### src/rtl/jk_bank_sequencer_if.sv
// jk_bank_sequencer_if: command handshake bundle for the JK bank sequencer.
// Ports (modports):
//   master - drives cmd_valid, cmd, cmd_data, cmd_len; observes cmd_ready
//   slave  - observes cmd_valid, cmd, cmd_data, cmd_len; drives cmd_ready
interface jk_bank_sequencer_if #(
    parameter int WIDTH = 4,
    parameter int LEN_W = 4
);
    logic             cmd_valid;
    logic             cmd_ready;
    logic [1:0]       cmd;
    logic [WIDTH-1:0] cmd_data;
    logic [LEN_W-1:0] cmd_len;
    modport master (output cmd_valid, cmd, cmd_data, cmd_len, input cmd_ready);
    modport slave  (input cmd_valid, cmd, cmd_data, cmd_len, output cmd_ready);
endinterface

### src/rtl/jk_bank_sequencer.sv
// jk_bank_sequencer: drives a negedge JK flip-flop bank from CLEAR/LOAD/COUNT commands and checks it.
// Ports:
//   clk       - rising edge for the controller (the bank uses the falling edge)
//   reset     - asynchronous active-low reset
//   cmd_if    - command handshake (slave): cmd_valid/cmd_ready, cmd, cmd_data, cmd_len
//   q_in      - bank q readback
//   j, k      - registered bank J/K inputs
//   ff_reset  - registered bank synchronous reset, active-high
//   busy      - controller is executing or checking
//   done      - one-cycle completion strobe
//   mismatch  - q_in differs from exp_value, qualified by done
//   exp_value - shadow expected bank value
module jk_bank_sequencer #(
    parameter int WIDTH = 4,
    parameter int LEN_W = 4
) (
    input  logic                 clk,
    input  logic                 reset,
    jk_bank_sequencer_if.slave   cmd_if,
    input  logic [WIDTH-1:0]     q_in,
    output logic [WIDTH-1:0]     j,
    output logic [WIDTH-1:0]     k,
    output logic                 ff_reset,
    output logic                 busy,
    output logic                 done,
    output logic                 mismatch,
    output logic [WIDTH-1:0]     exp_value
);
    typedef enum logic [1:0] {IDLE, EXEC, CHECK} state_t;
    localparam logic [1:0] OP_CLEAR = 2'b00;
    localparam logic [1:0] OP_LOAD  = 2'b01;
    localparam logic [1:0] OP_UP    = 2'b10;

    state_t           state_q, state_d;
    logic [1:0]       op_q, op_d;
    logic [WIDTH-1:0] data_q, data_d;
    logic [LEN_W-1:0] rem_q, rem_d;
    logic [WIDTH-1:0] j_q, j_d, k_q, k_d, exp_q, exp_d;
    logic             ff_reset_q, ff_reset_d;
    logic [WIDTH-1:0] t_up, t_dn;

    assign cmd_if.cmd_ready = (state_q == IDLE) & ~ff_reset_q;
    assign j         = j_q;
    assign k         = k_q;
    assign ff_reset  = ff_reset_q;
    assign exp_value = exp_q;
    assign busy      = state_q != IDLE;
    assign done      = state_q == CHECK;
    assign mismatch  = done & (q_in != exp_q);

    always_comb begin
        // Toggle masks: bit i toggles when all lower bits are 1 (up) or 0 (down).
        t_up[0] = 1'b1;
        t_dn[0] = 1'b1;
        for (int i = 1; i < WIDTH; i++) begin
            t_up[i] = t_up[i-1] & q_in[i-1];
            t_dn[i] = t_dn[i-1] & ~q_in[i-1];
        end
        state_d    = state_q;
        op_d       = op_q;
        data_d     = data_q;
        rem_d      = rem_q;
        j_d        = '0;
        k_d        = '0;
        ff_reset_d = 1'b0;
        exp_d      = exp_q;
        case (state_q)
            IDLE: if (cmd_if.cmd_valid && cmd_if.cmd_ready) begin
                op_d    = cmd_if.cmd;
                data_d  = cmd_if.cmd_data;
                rem_d   = cmd_if.cmd[1] ? cmd_if.cmd_len : LEN_W'(1);
                state_d = EXEC;
            end
            EXEC: if (rem_q != '0) begin
                rem_d = rem_q - LEN_W'(1);
                case (op_q)
                    OP_CLEAR: begin
                        ff_reset_d = 1'b1;
                        exp_d      = '0;
                    end
                    OP_LOAD: begin
                        j_d   = data_q;
                        k_d   = ~data_q;
                        exp_d = data_q;
                    end
                    OP_UP: begin
                        j_d   = t_up;
                        k_d   = t_up;
                        exp_d = exp_q + WIDTH'(1);
                    end
                    default: begin
                        j_d   = t_dn;
                        k_d   = t_dn;
                        exp_d = exp_q - WIDTH'(1);
                    end
                endcase
            end else begin
                state_d = CHECK;
            end
            default: state_d = IDLE;
        endcase
    end

    always_ff @(posedge clk or negedge reset) begin
        if (!reset) begin
            state_q    <= IDLE;
            op_q       <= '0;
            data_q     <= '0;
            rem_q      <= '0;
            j_q        <= '0;
            k_q        <= '0;
            ff_reset_q <= 1'b1;
            exp_q      <= '0;
        end else begin
            state_q    <= state_d;
            op_q       <= op_d;
            data_q     <= data_d;
            rem_q      <= rem_d;
            j_q        <= j_d;
            k_q        <= k_d;
            ff_reset_q <= ff_reset_d;
            exp_q      <= exp_d;
        end
    end
endmodule

### src/flat_wrapper.sv
// flat-port wrapper written by rule: the top's interface ports become plain ports
module jk_bank_sequencer_flat 
#(
    parameter int WIDTH = 4,
    parameter int LEN_W = 4
)
  (clk, reset, q_in, j, k, ff_reset, busy, done, mismatch, exp_value, cmd_if_cmd_valid, cmd_if_cmd, cmd_if_cmd_data, cmd_if_cmd_len, cmd_if_cmd_ready);
  jk_bank_sequencer_if #(.WIDTH(WIDTH), .LEN_W(LEN_W)) cmd_if_i ();
  input  logic clk;
  input  logic reset;
  input  logic [WIDTH-1:0] q_in;
  output logic [WIDTH-1:0] j;
  output logic [WIDTH-1:0] k;
  output logic ff_reset;
  output logic busy;
  output logic done;
  output logic mismatch;
  output logic [WIDTH-1:0] exp_value;
  input wire logic [$bits(cmd_if_i.cmd_valid)-1:0] cmd_if_cmd_valid;
  input wire logic [$bits(cmd_if_i.cmd)-1:0] cmd_if_cmd;
  input wire logic [$bits(cmd_if_i.cmd_data)-1:0] cmd_if_cmd_data;
  input wire logic [$bits(cmd_if_i.cmd_len)-1:0] cmd_if_cmd_len;
  output wire logic [$bits(cmd_if_i.cmd_ready)-1:0] cmd_if_cmd_ready;
  assign cmd_if_i.cmd_valid = cmd_if_cmd_valid;
  assign cmd_if_i.cmd = cmd_if_cmd;
  assign cmd_if_i.cmd_data = cmd_if_cmd_data;
  assign cmd_if_i.cmd_len = cmd_if_cmd_len;
  assign cmd_if_cmd_ready = cmd_if_i.cmd_ready;
  jk_bank_sequencer #(.WIDTH(WIDTH), .LEN_W(LEN_W)) u_core (.clk(clk), .reset(reset), .cmd_if(cmd_if_i), .q_in(q_in), .j(j), .k(k), .ff_reset(ff_reset), .busy(busy), .done(done), .mismatch(mismatch), .exp_value(exp_value));
endmodule
### config.mk
export PLATFORM = sky130hd
export DESIGN_NAME = jk_bank_sequencer_flat
export DESIGN_NICKNAME = d
export VERILOG_FILES = /design/src/rtl/jk_bank_sequencer_if.sv /design/src/rtl/jk_bank_sequencer.sv /design/src/flat_wrapper.sv
export SDC_FILE = /design/constraint.sdc
export NUM_CORES = 1
export LEC_CHECK = 0
export CORE_ASPECT_RATIO = 1.25
export CORE_MARGIN = 4
export CORE_UTILIZATION = 35
export DETAILED_ROUTE_END_ITERATION = 6
export GPL_ROUTABILITY_DRIVEN = 0
export PLACE_DENSITY = 0.72
export SYNTH_ARGS = -nofsm -noshare
export SYNTH_HDL_FRONTEND = slang
export SYNTH_SLANG_ARGS = --single-unit
### constraint.sdc
create_clock -name clk -period 1.8 [get_ports clk]
set_input_delay 0.27 -clock clk [delete_from_list [all_inputs] [get_ports clk]]
set_output_delay 0.27 -clock clk [all_outputs]
set_load 0.03 [all_outputs]
# Yosys cells after proc, flatten, opt, wreduce, memory -nomap -nowiden
# Cells that the tools add are included.
[totals]
ff_bits = 25
output_inout_bits = 17
elab_cells = 57
[classes]
add_sub_neg = 3
n_eq_ne = 8
muxes = 17
bitwise_logic = 11
reduce_logical = 10
[op_table]
columns = ["operator", "n"]
rows = [
  ["$pmux W4 S3", 3],
  ["$mux W4", 7],
  ["$pmux W4 S2", 1],
  ["$sub A4 B1 Y4 const B", 2],
  ["$and A1 B1 Y1", 6],
  ["$reduce_and A2 Y1", 3],
  ["$add A4 B1 Y4 const B", 1],
  ["$eq A2 B1 Y1 const B", 2],
  ["$eq A2 B2 Y1 const B", 2],
  ["$logic_not A2 Y1", 2],
  ["$mux W2", 2],
  ["$ne A2 B2 Y1 const B", 2],
  ["$ne A4 B4 Y1", 1],
  ["$not A1 Y1", 4],
  ["$not A4 Y4", 1],
  ["$pmux W2 S2", 1],
  ["$reduce_bool A2 Y1", 2],
  ["$reduce_bool A4 Y1", 1],
  ["$mux W1", 3],
  ["$reduce_and A3 Y1", 1],
  ["$ne A2 B1 Y1 const B", 1],
  ["$logic_and A1 B1 Y1", 1],
]

# Depth between registers and ports, before layout
# Gate-level depths: netlist of the first run.
[logic_depth]
ltp_word = 6
ltp_mapped = 8
depth_no_buf = 7

# Worst setup path before layout of the first run
# OpenSTA, ideal clock, no wires.
[synth_path]
kind = "register -> register"
from = "register u_core.state_q[1]"
to = "register u_core.data_q[1]"
setup_ps = 128
t_arrival_ps = 1679
required_ps = 1672
slack_ps = -7
path_stages_with_launch = 5
period_less_slack_ps = 1807
cell_sequence = "dfrtp_1 -> nor3_2 -> and2_1 -> buf_2 -> mux2_1"
[synth_via]
elab_chain_len = 4
[synth_lines]
columns = ["element", "line", "source"]
rows = [
  ["start, declared", "jk_bank_sequencer.sv:34", "state_t state_q, state_d;"],
  ["start signal, assigned", "jk_bank_sequencer.sv:115", "state_q <= state_d;"],
  ["$logic_not A2 Y1", "jk_bank_sequencer.sv:42", "assign cmd_if.cmd_ready = (state_q == IDLE) & ~ff_reset_q;"],
  ["$and A1 B1 Y1", "jk_bank_sequencer.sv:42", ""],
  ["named net cmd_if_cmd_ready", "flat_wrapper.sv:23", "output wire logic [$bits(cmd_if_i.cmd_ready)-1:0] cmd_if_cmd_ready;"],
  ["$logic_and A1 B1 Y1", "jk_bank_sequencer.sv:68", "IDLE: if (cmd_if.cmd_valid && cmd_if.cmd_ready) begin"],
  ["$reduce_and A2 Y1 (no source line)", "n/a", ""],
  ["end signal, assigned", "jk_bank_sequencer.sv:117", "data_q <= data_d;"],
  ["end, declared", "jk_bank_sequencer.sv:36", "logic [WIDTH-1:0] data_q, data_d;"],
]
# The timed path passes the listed nets, and every way through them passes these cells.
# A chain may end at the register's enable or synchronous reset.

# Worst setup path in the final report of the first run
[layout_path]
from = "register u_core.rem_q[0]"
to = "register u_core.rem_q[0]"
[layout_via]
elab_chain_len = 3
word_cells_on_any_way = 6
cone_classes = "add/sub: 1; eq/ne: 1; mux: 2; reduce/logical: 2"
[layout_lines]
columns = ["element", "line", "source"]
rows = [
  ["start, declared", "jk_bank_sequencer.sv:37", "logic [LEN_W-1:0] rem_q, rem_d;"],
  ["start signal, assigned", "jk_bank_sequencer.sv:118", "rem_q <= rem_d;"],
  ["$sub A4 B1 Y4 or $reduce_bool A4 Y1 (tied branches)", "jk_bank_sequencer.sv:75, jk_bank_sequencer.sv:74", ""],
  ["$mux W4 or $ne A2 B1 Y1 (tied branches)", "n/a", ""],
  ["$pmux W4 S2 or $reduce_and A3 Y1 (tied branches)", "n/a", ""],
]
# Several ways; a longest one is shown, not always the timed one. The select of a mux whose other input is x is not followed.

==> impl_metrics.env, run 1 <==
export IMPL_path_max_fanout=7
export IMPL_hold_class="primary input to async pin"
export IMPL_cts_tree="built"
export IMPL_synth_compound_area_share_pct=19.5
export IMPL_clk_insertion_delay_late_ps=270
export IMPL_drv_slew=0
export IMPL_path_class="register to register"
export IMPL_clkSinkCount=25
export IMPL_grt_overflow=0
export IMPL_vias_per_cell=5.33
export IMPL_hold_violations=0
export IMPL_status="finished, final reports clean"
export IMPL_track_usage_pct=13.8
export IMPL_synth_mux_area_share_pct=2.53
export IMPL_yosys_warnings=0
export IMPL_async_flop_share_pct=100
export IMPL_power_leakage_nw=0.862
export IMPL_synthSimpleGateAreaFrac_pct=19.0
export IMPL_synth_adder_area_share_pct=2.81
export IMPL_dp_hpwl_um=2530
export IMPL_ys_seq_elements=25
export IMPL_fin_crit_sh_pct=97.2
export IMPL_avgSynthCellArea_um2=9.54
export IMPL_placementRows=24
export IMPL_postLayoutCoreUtil_pct=52.9
export IMPL_fin_nets=209
export IMPL_drc=0
export IMPL_start_util_pct=37.4
export IMPL_clockBufferDepth=2
export IMPL_startpoint_type="register"
export IMPL_grt_first_pass_wirelength_um=5580
export IMPL_area_delta_synth_final_pct=41.6
export IMPL_num_io_pins=34
export IMPL_numPortBuffers=33
export IMPL_syn_nets=160
export IMPL_core_mm2=0.00357
export IMPL_period_minus_slack_ps=1750
export IMPL_power_density_mw_per_mm2=1910
export IMPL_max_freq_mhz=572
export IMPL_die_y_um=77.1
export IMPL_power_mw=3.61
export IMPL_firstDrtPassIters=4
export IMPL_end_kind="register"
export IMPL_synthCells=140
export IMPL_relSlewSlack_pct=73.7
export IMPL_clk_pin_slew_ps=100
export IMPL_ant_nets=0
export IMPL_dr_total_vias=1209
export IMPL_cap_violations=0
export IMPL_crit_arrival_ps=1950
export IMPL_drive_gt1_share_pct=19.7
export IMPL_synth_seq_area_share_pct=46.9
export IMPL_ctsRootBufferMaster="clkbuf_8"
export IMPL_dieArea_mm2=0.00488
export IMPL_synth_edf_count=0
export IMPL_ys_flop_type="dfrtp_1"
export IMPL_grt_max_degree=26
export IMPL_synth_cell_area_mm2=0.00134
export IMPL_irDropWorstVdd_v=0.000928
export IMPL_setup_viol=0
export IMPL_numCtsBuffers=3
export IMPL_diodes=0
export IMPL_synth_top_family_by_area="compound AO/OA/AOI/OAI gates"
export IMPL_wl_per_cell_um=14.8
export IMPL_synth_xor_xnor_area_share_pct=4.59
export IMPL_required_ps=2000
export IMPL_synth_cell_type_count=43
export IMPL_grt_pass1_vias=1309
export IMPL_cts_max_level=1
export IMPL_die_width_um=63.3
export IMPL_wirelength_um=3350
export IMPL_antenna_found_initial=0
export IMPL_final_setup_skew_ps=8.25
export IMPL_cts_hold_buf=0
export IMPL_drt_iter0_markers=38
export IMPL_rsz0062_at_grt="yes"
export IMPL_worstMarginPinSlew_ps=394
## cell usage in the layout (no fill, tap or decap), drive strengths merged, types with 2 or more instances in the layout
| master | Yosys | routed |
|---|---|---|
| inv | 7 | 7 |
| dfrtp | 24 | 24 |
| o21ai | 8 | 8 |
| a22o | 2 | 2 |
| buf | 5 | 20 |
| dlymetal6s2s | 0 | 2 |
| nand2 | 13 | 13 |
| clkdlybuf4s50 | 0 | 27 |
| clkbuf | 3 | 3 |
| a21oi | 18 | 18 |
| nand4 | 2 | 2 |
| xor2 | 5 | 5 |
| nor2b | 2 | 2 |
| nand2b | 4 | 4 |
| nor3 | 5 | 5 |
| ha | 3 | 3 |
| nor2 | 10 | 10 |
| a21o | 2 | 2 |
| mux2 | 3 | 3 |
| nand3b | 2 | 2 |
| xnor2 | 2 | 2 |
| dlygate4sd2 | 0 | 3 |
## where the power goes
part / switching, mW / internal, mW / leakage, nW
clock network: 0.182 / 0.157 / 0.0217
registers: 0.156 / 0.824 / 0.309
logic: 1.25 / 1.04 / 0.531
total: 1.59 / 2.03 / 0.862
## path summary, 6_finish.rpt
check / start / end / slack [ps] / depth (start not counted)
worst max-delay path: u_core.rem_q[0] / u_core.rem_q[0] / 50 / 6
worst min-delay path: reset / u_core.rem_q[1] / 370 / 2
worst max register to register: u_core.rem_q[0] / u_core.rem_q[0] / 50 / 6
worst min register to register: u_core.data_q[1] / u_core.data_q[1] / 540 / 1
max in group asynchronous: reset / u_core.ff_reset / 1130 / 2
min in group clk: cmd_if_cmd_data[0] / u_core.data_q[0] / 530 / 3
## worst max-delay path, cell delays in order, from the launching register on
cell     delay, ps
dfrtp_1        420
inv_1           70
ha_2           160
or3b_4         410
a22o_4         290
and3_4         180
nor3_2         140
## final cells by class
class                      instances  area (um^2)
clock buffer                       3         41.3
clock inverter                     1         7.51
fill                             344         1680
inverter                           7         26.3
multi-input combinational        100          672
sequential                        25          627
tap                               39         48.8
timing repair buffer              52          469
## layer usage
layer  part of all wire, %  global-route usage (%)  routed length (um)
met3                   6.1                    3.07                 205
met4                     0                    3.24                   0
met2                    52                    25.9                1740
met5                     0                       0                   0
met1                    42                    15.7                1410
## flip-flops by register name (all words and copies together), names as in the netlist
register / flops
u_core.data_q: 4
u_core.exp_value: 4
u_core.ff_reset: 1
u_core.j: 4
u_core.k: 4
u_core.op_q: 2
u_core.rem_q: 4
u_core.state_q: 2
## synth_stat cells, types with 2 or more instances
cell | n | area, um^2
a21o_1 | 2 | 15.0
a21oi_1 | 18 | 90.1
buf_2 | 5 | 25.0
clkbuf_1 | 3 | 11.3
dfrtp_1 | 24 | 601
ha_1 | 3 | 37.5
inv_1 | 7 | 26.3
mux2_1 | 2 | 22.5
nand2_1 | 13 | 48.8
nand2b_1 | 4 | 25.0
nand3b_1 | 2 | 15.0
nand4_1 | 2 | 12.5
nor2_1 | 10 | 37.5
nor2b_1 | 2 | 12.5
nor3_1 | 3 | 15.0
nor3_2 | 2 | 20.0
o21ai_0 | 4 | 20.0
o21ai_1 | 4 | 20.0
xnor2_1 | 2 | 17.5
xor2_1 | 5 | 43.8
## through the flow
| step | setup WS [ps] | hold slack [ps] | area [um^2] | setup TNS, ps | std cells |
|---|---|---|---|---|---|
| 3_3_place_gp | -375 | 514 | 1820 | -375 | 222 |
| 6_report | 50.4 | 370 | 1890 | 0 | 227 |
| 4_1_cts | -62.7 | 372 | 1870 | -62.7 | 226 |
| 5_1_grt | -9.84 | 394 | 1890 | -9.84 | 227 |
| 2_1_floorplan | 54.9 | -25.6 | 1340 | 0 | 140 |
| 3_5_place_dp | -365 | 526 | 1820 | -365 | 222 |
## cell families (layout without fill, tap and decap cells)
logic type	count (synthesis)	count (layout)
adders and majority gates	3	3
AOI/OAI and AO/OA	41	41
xor gates and xnor gates	7	7
and+or+nand+nor	46	46
muxes	3	3
DFF	25	25
buffers and inverters	15	63
## timing repair
item                                   CTS  global route
gates resized for setup                  8             7
buffers inserted                         0             1
pin swaps                                0             3
setup endpoints to repair                5            12
endpoints found under the hold margin    0             0
Power figures use the tool's default switching activity.
==> run 2, diff against run 1 <==
--- a/config.mk
+++ b/config.mk
@@ -5,7 +5,6 @@
 export SDC_FILE = /design/constraint.sdc
 export NUM_CORES = 1
 export LEC_CHECK = 0
-export CORE_ASPECT_RATIO = 1.25
 export CORE_MARGIN = 4
 export CORE_UTILIZATION = 35
 export DETAILED_ROUTE_END_ITERATION = 6
==> impl_metrics.env, run 2 (synthesis gave the netlist of run 1 again) <==
export IMPL_status="finished, final reports clean"
export IMPL_drive_gt1_share_pct=19.3
export IMPL_crit_arrival_ps=1960
export IMPL_end_kind="register"
export IMPL_relSlewSlack_pct=73.1
export IMPL_grt_overflow=0
export IMPL_cpPeakStageDelay_ps=410
export IMPL_core_mm2=0.00369
export IMPL_hold_class="primary input to async pin"
export IMPL_ff2ff_path_depth=6
export IMPL_path_max_fanout=7
export IMPL_rsz0062_at_grt="no"
export IMPL_required_ps=2010
export IMPL_drt_iter0_markers=43
export IMPL_diodes=0
export IMPL_vias_per_cell=4.98
export IMPL_numCtsBuffers=3
export IMPL_start_util_pct=36.2
export IMPL_r2r_start="u_core.rem_q[0]"
export IMPL_grt_pass1_vias=1205
export IMPL_fin_crit_sh_pct=97.1
export IMPL_setup_worst_path_start="u_core.rem_q[0]"
export IMPL_max_freq_mhz=572
export IMPL_combPwrFrac_pct=63.0
export IMPL_cts_hold_buf=0
export IMPL_fin_nets=208
export IMPL_clkPwrFrac_pct=9.6
export IMPL_slowest_stage="dfrtp_1"
export IMPL_clk_pin_slew_ps=100
export IMPL_fillers=348
export IMPL_final_cell_mix="28 x clkdlybuf4s50_1, 24 x dfrtp_1, 18 x a21oi_1, 18 x buf_4, 12 x nand2_1"
export IMPL_cts_max_level=1
export IMPL_wirelength_um=3150
export IMPL_ctsRootBufferMaster="clkbuf_8"
export IMPL_worstPathCellList="inv_1 > ha_2 > or3b_4 > a22o_4 > and3_4 > nor3_2"
export IMPL_firstDrtPassIters=4
export IMPL_clkSinkCount=25
export IMPL_wl_per_cell_um=13.4
export IMPL_power_density_mw_per_mm2=1890
export IMPL_path_class="register to register"
export IMPL_drc=0
export IMPL_antenna_found_initial=0
export IMPL_dieArea_mm2=0.00487
export IMPL_pwr_share_seq_pct=27.4
export IMPL_dp_hpwl_um=2360
export IMPL_clk_insertion_delay_late_ps=280
export IMPL_dr_total_vias=1170
export IMPL_cap_violations=0
export IMPL_placementRows=22
export IMPL_p_sw_share_pct=43.4
export IMPL_crit_buf_inv=1
export IMPL_num_io_pins=34
export IMPL_irDropWorstVdd_v=0.000765
export IMPL_reg2reg_slack_ps=50
export IMPL_final_setup_skew_ps=11.8
export IMPL_die_y_um=69.8
export IMPL_startpoint_type="register"
export IMPL_cts_tree="built"
export IMPL_power_mw=3.57
export IMPL_rr_endpoint="u_core.rem_q[0]"
export IMPL_numPortBuffers=33
export IMPL_drv_slew=0
export IMPL_track_usage_pct=13.4
export IMPL_power_leakage_nw=0.844
export IMPL_grt_first_pass_wirelength_um=5400
export IMPL_area_delta_synth_final_pct=41.7
export IMPL_cp_top_family="simple AND/OR/NAND/NOR gates"
export IMPL_clockBufferDepth=2
export IMPL_switchingPower_mw=1.55
export IMPL_postLayoutCoreUtil_pct=51.3
export IMPL_period_minus_slack_ps=1750
export IMPL_endpoint="u_core.rem_q[0]"
export IMPL_grt_max_degree=26
export IMPL_ant_nets=0
export IMPL_crit_cells=6
export IMPL_worstMarginPinSlew_ps=403
export IMPL_die_width_um=69.8
export IMPL_hold_violations=0
export IMPL_final_common_cell="clkdlybuf4s50_1"
export IMPL_p_int_mw=2.02
export IMPL_setup_viol=0
## run 2: what timing repair did
item / in CTS / in global routing
setup endpoints to repair: 4 / 15
pin swaps: 0 / 3
buffers inserted: 0 / 2
gates resized for setup: 6 / 8
## run 2: per-layer routing
layer  up-vias  global-route usage, %  wire (um)
li1        584                      -          -
met3         4                   2.32        165
met5         -                      0          0
met4         0                   3.83         41
met1       548                   17.2       1400
met2        34                   23.0       1540
## run 2: per-stage QoR
stage / cell area (um^2) / instances / TNS, ps / hold slack, ps / setup slack, ps
finish: 1890 / 235 / 0 / 358 / 51.7
global route: 1890 / 235 / 0 / 389 / 1.34
global placement: 1820 / 229 / -356 / 515 / -356
floorplan: 1340 / 140 / 0 / -25.6 / 54.9
detailed placement: 1820 / 229 / -362 / 519 / -362
CTS: 1860 / 233 / -60.8 / 368 / -60.8
## run 2: layout make-up
cell class                      count  area (um^2)  share of cell area [%]
Tap cell                           48         60.1                    3.17
Timing Repair Buffer               51          459                    24.3
Clock inverter                      1         7.51                   0.397
Sequential cell                    25          627                    33.1
Clock buffer                        3         41.3                    2.18
Inverter                            7         26.3                    1.39
Multi-Input combinational cell    100          672                    35.5
## run 2: worst min path at each step
stage,end,depth (start not counted),from
finish,u_core.k[3],2,reset
global placement,u_core.j[2],2,u_core.data_q[2]
CTS,u_core.j[2],2,reset
global route,u_core.j[1],2,reset
detailed placement,u_core.j[2],2,u_core.data_q[2]
floorplan,u_core.data_q[0],0,reset
## run 2: power groups by stage
stage / combinational (mW) / clock, mW / sequential, mW
after global routing: 2.51 / 0.376 / 1.01
after global placement: 2.14 / 0 / 0.971
after detailed placement: 2.20 / 0 / 0.983
after floorplan: 1.20 / 0 / 1.24
after CTS: 2.19 / 0.353 / 0.972
final: 2.25 / 0.345 / 0.977
